<file path="src/rtl/hazard_ctrl.sv">
// Pipeline hazard controller: load-use interlock, memory-wait stall, branch flush,
// and HLT drain/halt sequencing, plus a saturating counter of stall/flush cycles.
module hazard_ctrl (
    input  logic        clk,
    input  logic        rst,
    input  logic [3:0]  p0_addr_ID,
    input  logic [3:0]  p1_addr_ID,
    input  logic        uses_p0_ID,
    input  logic        uses_p1_ID,
    input  logic        re_mem_EX,
    input  logic        we_rf_EX,
    input  logic [3:0]  dst_addr_EX,
    input  logic        br_taken_EX,
    input  logic        hlt_ID,
    input  logic        hlt_WB,
    input  logic        mem_req_MEM,
    input  logic        mem_rdy,
    output logic        stall_PC,
    output logic        stall_IFID,
    output logic        stall_IDEX,
    output logic        flush_IDEX,
    output logic        flush_IFID,
    output logic        stall_EXMEM,
    output logic        halted,
    output logic [15:0] stall_cnt
);

    typedef enum logic [1:0] {
        S_RUN      = 2'd0,
        S_MEM_WAIT = 2'd1,
        S_DRAIN    = 2'd2,
        S_HALTED   = 2'd3
    } state_t;

    state_t      state_q, state_d;
    logic        ret_drain_q, ret_drain_d;
    logic [15:0] stall_cnt_q, stall_cnt_d;
    logic        lu_haz, mw_haz, any_act;

    // R0 is hardwired zero, so a load targeting it never creates a dependency.
    assign lu_haz = re_mem_EX & we_rf_EX & (dst_addr_EX != 4'd0) &
                    ((uses_p0_ID & (p0_addr_ID == dst_addr_EX)) |
                     (uses_p1_ID & (p1_addr_ID == dst_addr_EX)));
    assign mw_haz = mem_req_MEM & ~mem_rdy;

    assign stall_cnt = stall_cnt_q;

    // Next-state, return-to-drain flag, control outputs and counter update.
    always_comb begin
        state_d     = state_q;
        ret_drain_d = ret_drain_q;
        stall_PC    = 1'b0;
        stall_IFID  = 1'b0;
        stall_IDEX  = 1'b0;
        stall_EXMEM = 1'b0;
        flush_IFID  = 1'b0;
        flush_IDEX  = 1'b0;
        halted      = 1'b0;
        stall_cnt_d = stall_cnt_q;

        case (state_q)
            S_RUN: begin
                if (mw_haz) begin
                    stall_PC    = 1'b1;
                    stall_IFID  = 1'b1;
                    stall_IDEX  = 1'b1;
                    stall_EXMEM = 1'b1;
                    ret_drain_d = 1'b0;
                    state_d     = S_MEM_WAIT;
                end else if (br_taken_EX) begin
                    // Taken branch squashes the wrong path, including any HLT in ID.
                    flush_IFID = 1'b1;
                    flush_IDEX = 1'b1;
                end else if (lu_haz) begin
                    stall_PC   = 1'b1;
                    stall_IFID = 1'b1;
                    flush_IDEX = 1'b1;
                end else if (hlt_ID) begin
                    state_d = S_DRAIN;
                end else begin
                    state_d = S_RUN;
                end
            end
            S_MEM_WAIT: begin
                if (!mem_rdy) begin
                    stall_PC    = 1'b1;
                    stall_IFID  = 1'b1;
                    stall_IDEX  = 1'b1;
                    stall_EXMEM = 1'b1;
                end else if (ret_drain_q) begin
                    state_d = S_DRAIN;
                end else begin
                    state_d = S_RUN;
                end
            end
            S_DRAIN: begin
                if (mw_haz) begin
                    // The whole pipe freezes; IF/ID is held rather than bubbled.
                    stall_PC    = 1'b1;
                    stall_IFID  = 1'b1;
                    stall_IDEX  = 1'b1;
                    stall_EXMEM = 1'b1;
                    ret_drain_d = 1'b1;
                    state_d     = S_MEM_WAIT;
                end else begin
                    stall_PC   = 1'b1;
                    flush_IFID = 1'b1;
                    if (hlt_WB) begin
                        state_d = S_HALTED;
                    end else begin
                        state_d = S_DRAIN;
                    end
                end
            end
            S_HALTED: begin
                stall_PC    = 1'b1;
                stall_IFID  = 1'b1;
                stall_IDEX  = 1'b1;
                stall_EXMEM = 1'b1;
                halted      = 1'b1;
            end
            default: begin
                state_d     = S_RUN;
                ret_drain_d = 1'b0;
            end
        endcase

        if (rst) begin
            stall_PC    = 1'b0;
            stall_IFID  = 1'b0;
            stall_IDEX  = 1'b0;
            stall_EXMEM = 1'b0;
            flush_IFID  = 1'b0;
            flush_IDEX  = 1'b0;
            halted      = 1'b0;
        end else begin
            halted = halted;
        end

        any_act = stall_PC | stall_IFID | stall_IDEX | stall_EXMEM | flush_IFID | flush_IDEX;
        if (any_act && (state_q != S_HALTED) && (stall_cnt_q != 16'hFFFF)) begin
            stall_cnt_d = stall_cnt_q + 16'd1;
        end else begin
            stall_cnt_d = stall_cnt_q;
        end
    end

    // State, return flag and counter registers with synchronous reset.
    always_ff @(posedge clk) begin
        if (rst) begin
            state_q     <= S_RUN;
            ret_drain_q <= 1'b0;
            stall_cnt_q <= 16'd0;
        end else begin
            state_q     <= state_d;
            ret_drain_q <= ret_drain_d;
            stall_cnt_q <= stall_cnt_d;
        end
    end

endmodule

</file>
<file path="config.mk">
export PLATFORM = sky130hd
export DESIGN_NAME = hazard_ctrl
export DESIGN_NICKNAME = d
export VERILOG_FILES = /design/src/rtl/hazard_ctrl.sv
export SDC_FILE = /design/constraint.sdc
export NUM_CORES = 1
export LEC_CHECK = 0
export ABC_AREA = 0
export ABC_CLOCK_PERIOD_IN_PS = 4500
export BUFFER_PORTS_ARGS = -buffer_cell sky130_fd_sc_hd__buf_2
export CAP_MARGIN = 10
export CORE_MARGIN = 3
export CORE_UTILIZATION = 52
export DETAILED_ROUTE_END_ITERATION = 12
export PLACE_DENSITY = 0.83
export SYNTH_ARGS = -nofsm -noshare
export SYNTH_HDL_FRONTEND = slang
export SYNTH_SLANG_ARGS = --single-unit
</file>
<file path="constraint.sdc">
create_clock -name clk -period 4.5 [get_ports clk]
set_input_delay 0.225 -clock clk [delete_from_list [all_inputs] [get_ports clk]]
set_output_delay 0.225 -clock clk [all_outputs]
set_load 0.005 [all_outputs]
</file>
---- Word level (Yosys, flattened, before mapping) ----
Index checks and enable logic that the tools add are counted.
word-level totals
  register bits ........................... 19
  latch bits .............................. 0
  bits in writable memories ............... 0
  memory bits (read-only) ................. 0
  bits of input ports ..................... 23
  output and inout port bits .............. 23
  logic and storage cells ................. 73
  memories kept ........................... 0
cells by class
  add/sub/neg operators ................... 1
  multiply operators ...................... 0
  divide/modulo/power cells ............... 0
  magnitude comparators ................... 0
  equality and inequality tests ........... 12
  shift operators ......................... 0
  mux-type cells .......................... 34
  bitwise logic cells ..................... 13
  reduce and logical (&&, ||, !) cells .... 10
operator list
  operator                                             number
  2-to-1 mux 1 bit                                     21
  adder 16 x 1 -> 16 bit, second input constant        1
  != test 16 bit, second input constant                1
  2-to-1 mux 2 bit                                     7
  equality test 4 bit                                  2
  != test 2 bit, second input constant                 4
  AND 1 bit                                            6
  != test 3 bit, second input constant                 2
  OR 1 bit                                             6
  one-hot mux 1 bit (3 select lines)                   2
  one-hot mux 2 bit (3 select lines)                   1
  equality test 2 bit, second input constant           2
  one-hot mux 1 bit (2 select lines)                   2
  one-hot mux 1 bit (4 select lines)                   1
  AND reduction 4 bit                                  1
  nonzero test 4 bit                                   1
  OR reduction 2 bit                                   2
  AND reduction 3 bit                                  1
  nonzero test 3 bit                                   1
  equality test 2 x 1 -> 1 bit, second input constant  1
  logical AND 1 bit                                    2
  logical NOT 2 bit                                    1
  nonzero test 2 bit                                   1
  NOT 1 bit                                            1

---- Logic depth before layout (Yosys ltp) ----
  word-level depth ........................ 16
  gate-level depth with buffers ........... 10
  mapped depth without buffers ............ 9

---- Worst setup path before layout ----
No wires, ideal clock.
  path kind ............................... reg-to-reg
  start point ............................. reg state_q[1]
  end point ............................... reg stall_cnt_q[6], in the netlist stall_cnt[6]
  library setup time ...................... 0.071 ns
  arrival ................................. 2.061 ns
  required time ........................... 4.429 ns
  path slack .............................. 2.369 ns
  stages on the path, launching flop included .. 10
  path buffers ............................ 1
  period minus slack after synthesis ...... 2.131 ns
  path through ............................ dfxtp_1 inv_1 ha_1 or4_1 o31ai_2 o31a_4 o21ai_2 buf_6 or4_1 a21oi_1
on the way
  elaborated cells between the ends (all ways) .. 24
  those cells by class .................... eq/ne (4); mux (10); bitwise (5); reduce/logical (5)
RTL lines
  what                                                      RTL line  text
  start, declared                                           35        state_t state_q, state_d;
  start signal, assigned                                    155       state_q <= state_d;
  equality test 2 bit or logical NOT 2 bit (tied branches)  61        case (state_q)
  OR reduction 2 bit (no source line)                       --
  one-hot mux 1 bit (3 select lines) *                      61
  2-to-1 mux 1 bit *                                        128       if (rst) begin
  named net stall_EXMEM                                     23        output logic stall_EXMEM,
  OR 1 bit                                                  140       any_act = stall_PC | stall_IFID | stall_IDEX | stall_EXMEM | flush_IFID | flush_IDEX;
  OR 1 bit * (3 in a row)                                   140
  logical AND 1 bit * (2 in a row)                          141       if (any_act && (state_q != S_HALTED) && (stall_cnt_q != 16'hFFFF)) begin
  end signal, assigned                                      157       stall_cnt_q <= stall_cnt_d;
  end, declared                                             37        logic [15:0] stall_cnt_q, stall_cnt_d;
Mark *: on every way through the listed nets, which the timed path passes. The rest lies on a longest branch.
A chain may end at the register's enable or synchronous reset.

---- Worst setup path in the final report ----
  start point ............................. reg state_q[0]
  end point ............................... reg stall_cnt_q[1], in the netlist stall_cnt[1]
on the way
  longest elaborated chain between the ends .. 11
  elaborated cells between the ends (all ways) .. 24
  those cells by class .................... eq/ne (4); mux (10); bitwise (5); reduce/logical (5)
RTL lines
  what                                 RTL line
  equality test 2 bit                  61
  OR reduction 2 bit (no source line)  --
  one-hot mux 1 bit (3 select lines)   61
  2-to-1 mux 1 bit                     128
  OR 1 bit (5 in a row)                140
  logical AND 1 bit * (2 in a row)     141
Every way passes the cells marked *; elsewhere a longest branch is shown, timed or not.

==> run metrics <==
Critical Path AT 2660 ps; met2 routed WL between 1 and 1.5 mm; Mapped Cells about 150; Reg2Reg Capture Point stall_cnt[1]$_SDFFE_PP0P_; complex-gate fraction of the synthesized area 22.6%; post-synthesis sequential area ratio a little under a third; proportion of synthesized area in mux cells about 2.4%; PortBufs 45; Gate power share 48.8%; Die H 55.2 µm; crit path cell chain inv_1 > ha_1 > nor4_1 > nor3b_1 > o31a_4 > o21ai_2 > mux2i_1 > nor2_1; maximum VDD drop 0.000275 V; LEAKAGE 0.646 nW; met3 WL post-DR 156 µm; largest cells by area after synthesis dfxtp_1, xor2_1, ha_1; slowest library cell on the worst path dfxtp_1; Max-Cap Viols 0; critical-path maximum fanout 11; synthesis-stage register bit count 19; Post-Synth Adder-Cell Area ~6%; Post-Syn Area per Cell a little over 8 µm²; post-route setup TNS 0 ps; Remaining Overflow, GRT 0; yosys warns 0; Post-Synth Simple-Gate Area between 20% and 30%; Final Hold Viols 0; CTS Root Cell clkbuf_4; CTS sink count 19; largest family of logic cells by synthesized area simple AND/OR/NAND/NOR gates; hold_ws roughly 330 ps; reg-to-reg slack, setup roughly 2000 ps; Sequential Area 380 µm²; area occupied by multi-input gates 821 µm²; worst hold path startpoint rst; RSZ-0062 raised after global routing no; Starting Density 55.8%; Total Routing Usage GR 21.5%; min Tclk post-route about 2500 ps; Final WS setup 2020 ps; IO Pins between 40 and 50; Final Util roughly 67%; Syn Std Cell Area 1260 µm²; met1 WL 1.38 mm; Vias per Instance 5.61; Worst setup SP type register; Setup crit end kind register; worst skew pair latency 290 ps; Slew Limit Fails 0; drt first pass iters 5; number of fillers in the final layout 208; antenna violations before repair 0; GP Congestion 0.935; Syn Nets 183; Rows 17; ys async rst share 0%; Final Cell Area roughly 1500 µm²; Setup CP Type reg2reg; hold path depth 2; CP required between 4000 and 5000 ps; status complete, no violations; layout cell share with drive strength beyond 1 a little over a quarter; Iteration-0 DRC Markers 21; switch share 40.9%; FMAX 0.403 GHz; Reg2Reg Depth 8; cts repair resizes 0; Detailed Place HPWL 2.43 mm; Slew @ Worst Pin 645 ps; Die Span X 55.2 µm; Rel. slew slack a little under three fifths; critical path depth 8; drc violations 0; vias in the first global route 1177; final net count between 200 and 250; DR top layer met4; CTS tree built; Max stage delay on crit path ~420 ps; Synth area leader dfxtp_1; Primary FF master, synth dfxtp_1; Fin Clk Skew 1.47 ps; Cell variety after synth 43; Routed Antenna Nets 0; H-Tree Depth 1; total core area 2250 µm²; Post-Route WL 3.05 mm; pwr dens roughly 380 nW/µm²; # diodes 0; Post-synth EDFFs 0; largest net degree at the start of global routing 24; # Post-CTS Setup Buffers 0; final period utilization between 50 and 60%; r2r startpoint state_q[0]$_SDFFE_PP0P_; Area Overhead vs Synth 20.7%; Post-DP Area between 1000 and 1500 µm²; Flop pwr share 36.3%; hold endpoint stall_cnt[7]$_SDFFE_PP0P_; Final setup viols 0; Synth Area in XOR/XNOR approximately 9.1%; CTS buffer count 3; DR WL/cell ~13 µm; Hold Crit Class in2reg; first-pass GRT wire length 4.90 mm; Clk network pwr share 14.9%; P_int 0.338 mW; dpl ws 2050 ps; die area ~3000 µm²; cell family with most CP delay compound AO/OA/AOI/OAI gates; via count 1273; NetSw 0.234 mW; clk slew on worst S/H paths between 100 and 150 ps; Max clock buf depth 2; Buffers & Inverters on Critical Path 1; post-synth top area share 30.2%; CTS Hold Bufs 0
[registers in the layout, indices dropped and copies added, names as in the netlist]
register     flops
state_q          2
ret_drain_q      1
stall_cnt       16
[kinds of logic after synthesis]
| logic type | Yosys count |
|---|---|
| xor+xnor | 13 |
| fa+ha+maj | 6 |
| buf+inv | 12 |
| flops | 19 |
| mux | 3 |
| simple gates | 62 |
| compound gates | 39 |
[worst max path at each step]
| stage | startpoint | end | slack (ps) |
|---|---|---|---|
| after floorplan | state_q[1]$_SDFFE_PP0P_ | stall_cnt[6]$_SDFFE_PP0P_ | 2370 |
| after global placement | state_q[1]$_SDFFE_PP0P_ | stall_cnt[9]$_SDFFE_PP0P_ | 2170 |
| after detailed placement | state_q[1]$_SDFFE_PP0P_ | stall_cnt[9]$_SDFFE_PP0P_ | 2050 |
| after CTS | state_q[1]$_SDFFE_PP0P_ | stall_cnt[9]$_SDFFE_PP0P_ | 2020 |
| after global routing | state_q[0]$_SDFFE_PP0P_ | stall_cnt[1]$_SDFFE_PP0P_ | 1800 |
| final | state_q[0]$_SDFFE_PP0P_ | stall_cnt[1]$_SDFFE_PP0P_ | 2020 |
[worst register-to-register path, stage by stage, from the launching register on]
cell and delay, ps:
dfxtp_1 420, inv_1 120, ha_1 300, nor4_1 420, nor3b_1 120, o31a_4 330
o21ai_2 380, mux2i_1 240, nor2_1 50
[synthesized netlist by cell type, drive strengths merged, types with 3 or more instances]
| cell | instances |
|---|---|
| or3 | 5 |
| dfxtp | 19 |
| or4 | 3 |
| buf | 3 |
| ha | 6 |
| nand4 | 4 |
| nand2 | 12 |
| nor2 | 18 |
| nand3 | 4 |
| inv | 8 |
| a21oi | 12 |
| o31ai | 3 |
| o21ai | 7 |
| nor3 | 7 |
| o211ai | 3 |
| mux2i | 3 |
| xor2 | 11 |
[cell type report]
type / instances / share of cell area [%]
clock buffer: 4 / 1.73
inverter: 8 / 1.98
multi-input combinational: 123 / 54.1
sequential: 19 / 25.1
tap: 28 / 2.31
timing repair buffer: 45 / 14.8
[through the flow]
stage | total power, mW | std cells
6_report | 0.572 | 227
3_3_place_gp | 0.472 | 223
3_5_place_dp | 0.486 | 223
4_1_cts | 0.572 | 227
2_1_floorplan | 0.422 | 154
5_1_grt | 0.615 | 227
[metal layers]
layer	GRT usage, %	vias to the layer above
li1	-	651
met1	24.8	583
met2	40.6	35
met3	4.02	4
met4	4.86	0
met5	0	-
[layout by cell type (no fill, tap or decap), types with 3 or more instances in the layout]
| cell type | count |
|---|---|
| dfxtp_1 | 19 |
| nand3_1 | 4 |
| xor2_1 | 11 |
| buf_2 | 45 |
| nor2_1 | 18 |
| ha_1 | 6 |
| nand4_1 | 3 |
| or4_1 | 3 |
| or3_1 | 5 |
| nand2_1 | 12 |
| a21oi_1 | 12 |
| clkbuf_4 | 3 |
| inv_1 | 8 |
| nor3_1 | 6 |
| o21ai_0 | 6 |
| mux2i_1 | 3 |
| o211ai_1 | 3 |
[power by group through the flow]
stage | combinational [mW] | clock [mW] | sequential [mW]
CTS | 0.278 | 0.0874 | 0.207
floorplan | 0.215 | 0 | 0.208
global placement | 0.264 | 0 | 0.208
detailed placement | 0.275 | 0 | 0.211
global route | 0.312 | 0.0923 | 0.211
finish | 0.279 | 0.0852 | 0.208
Note: power is estimated with default switching activity, not from simulation.
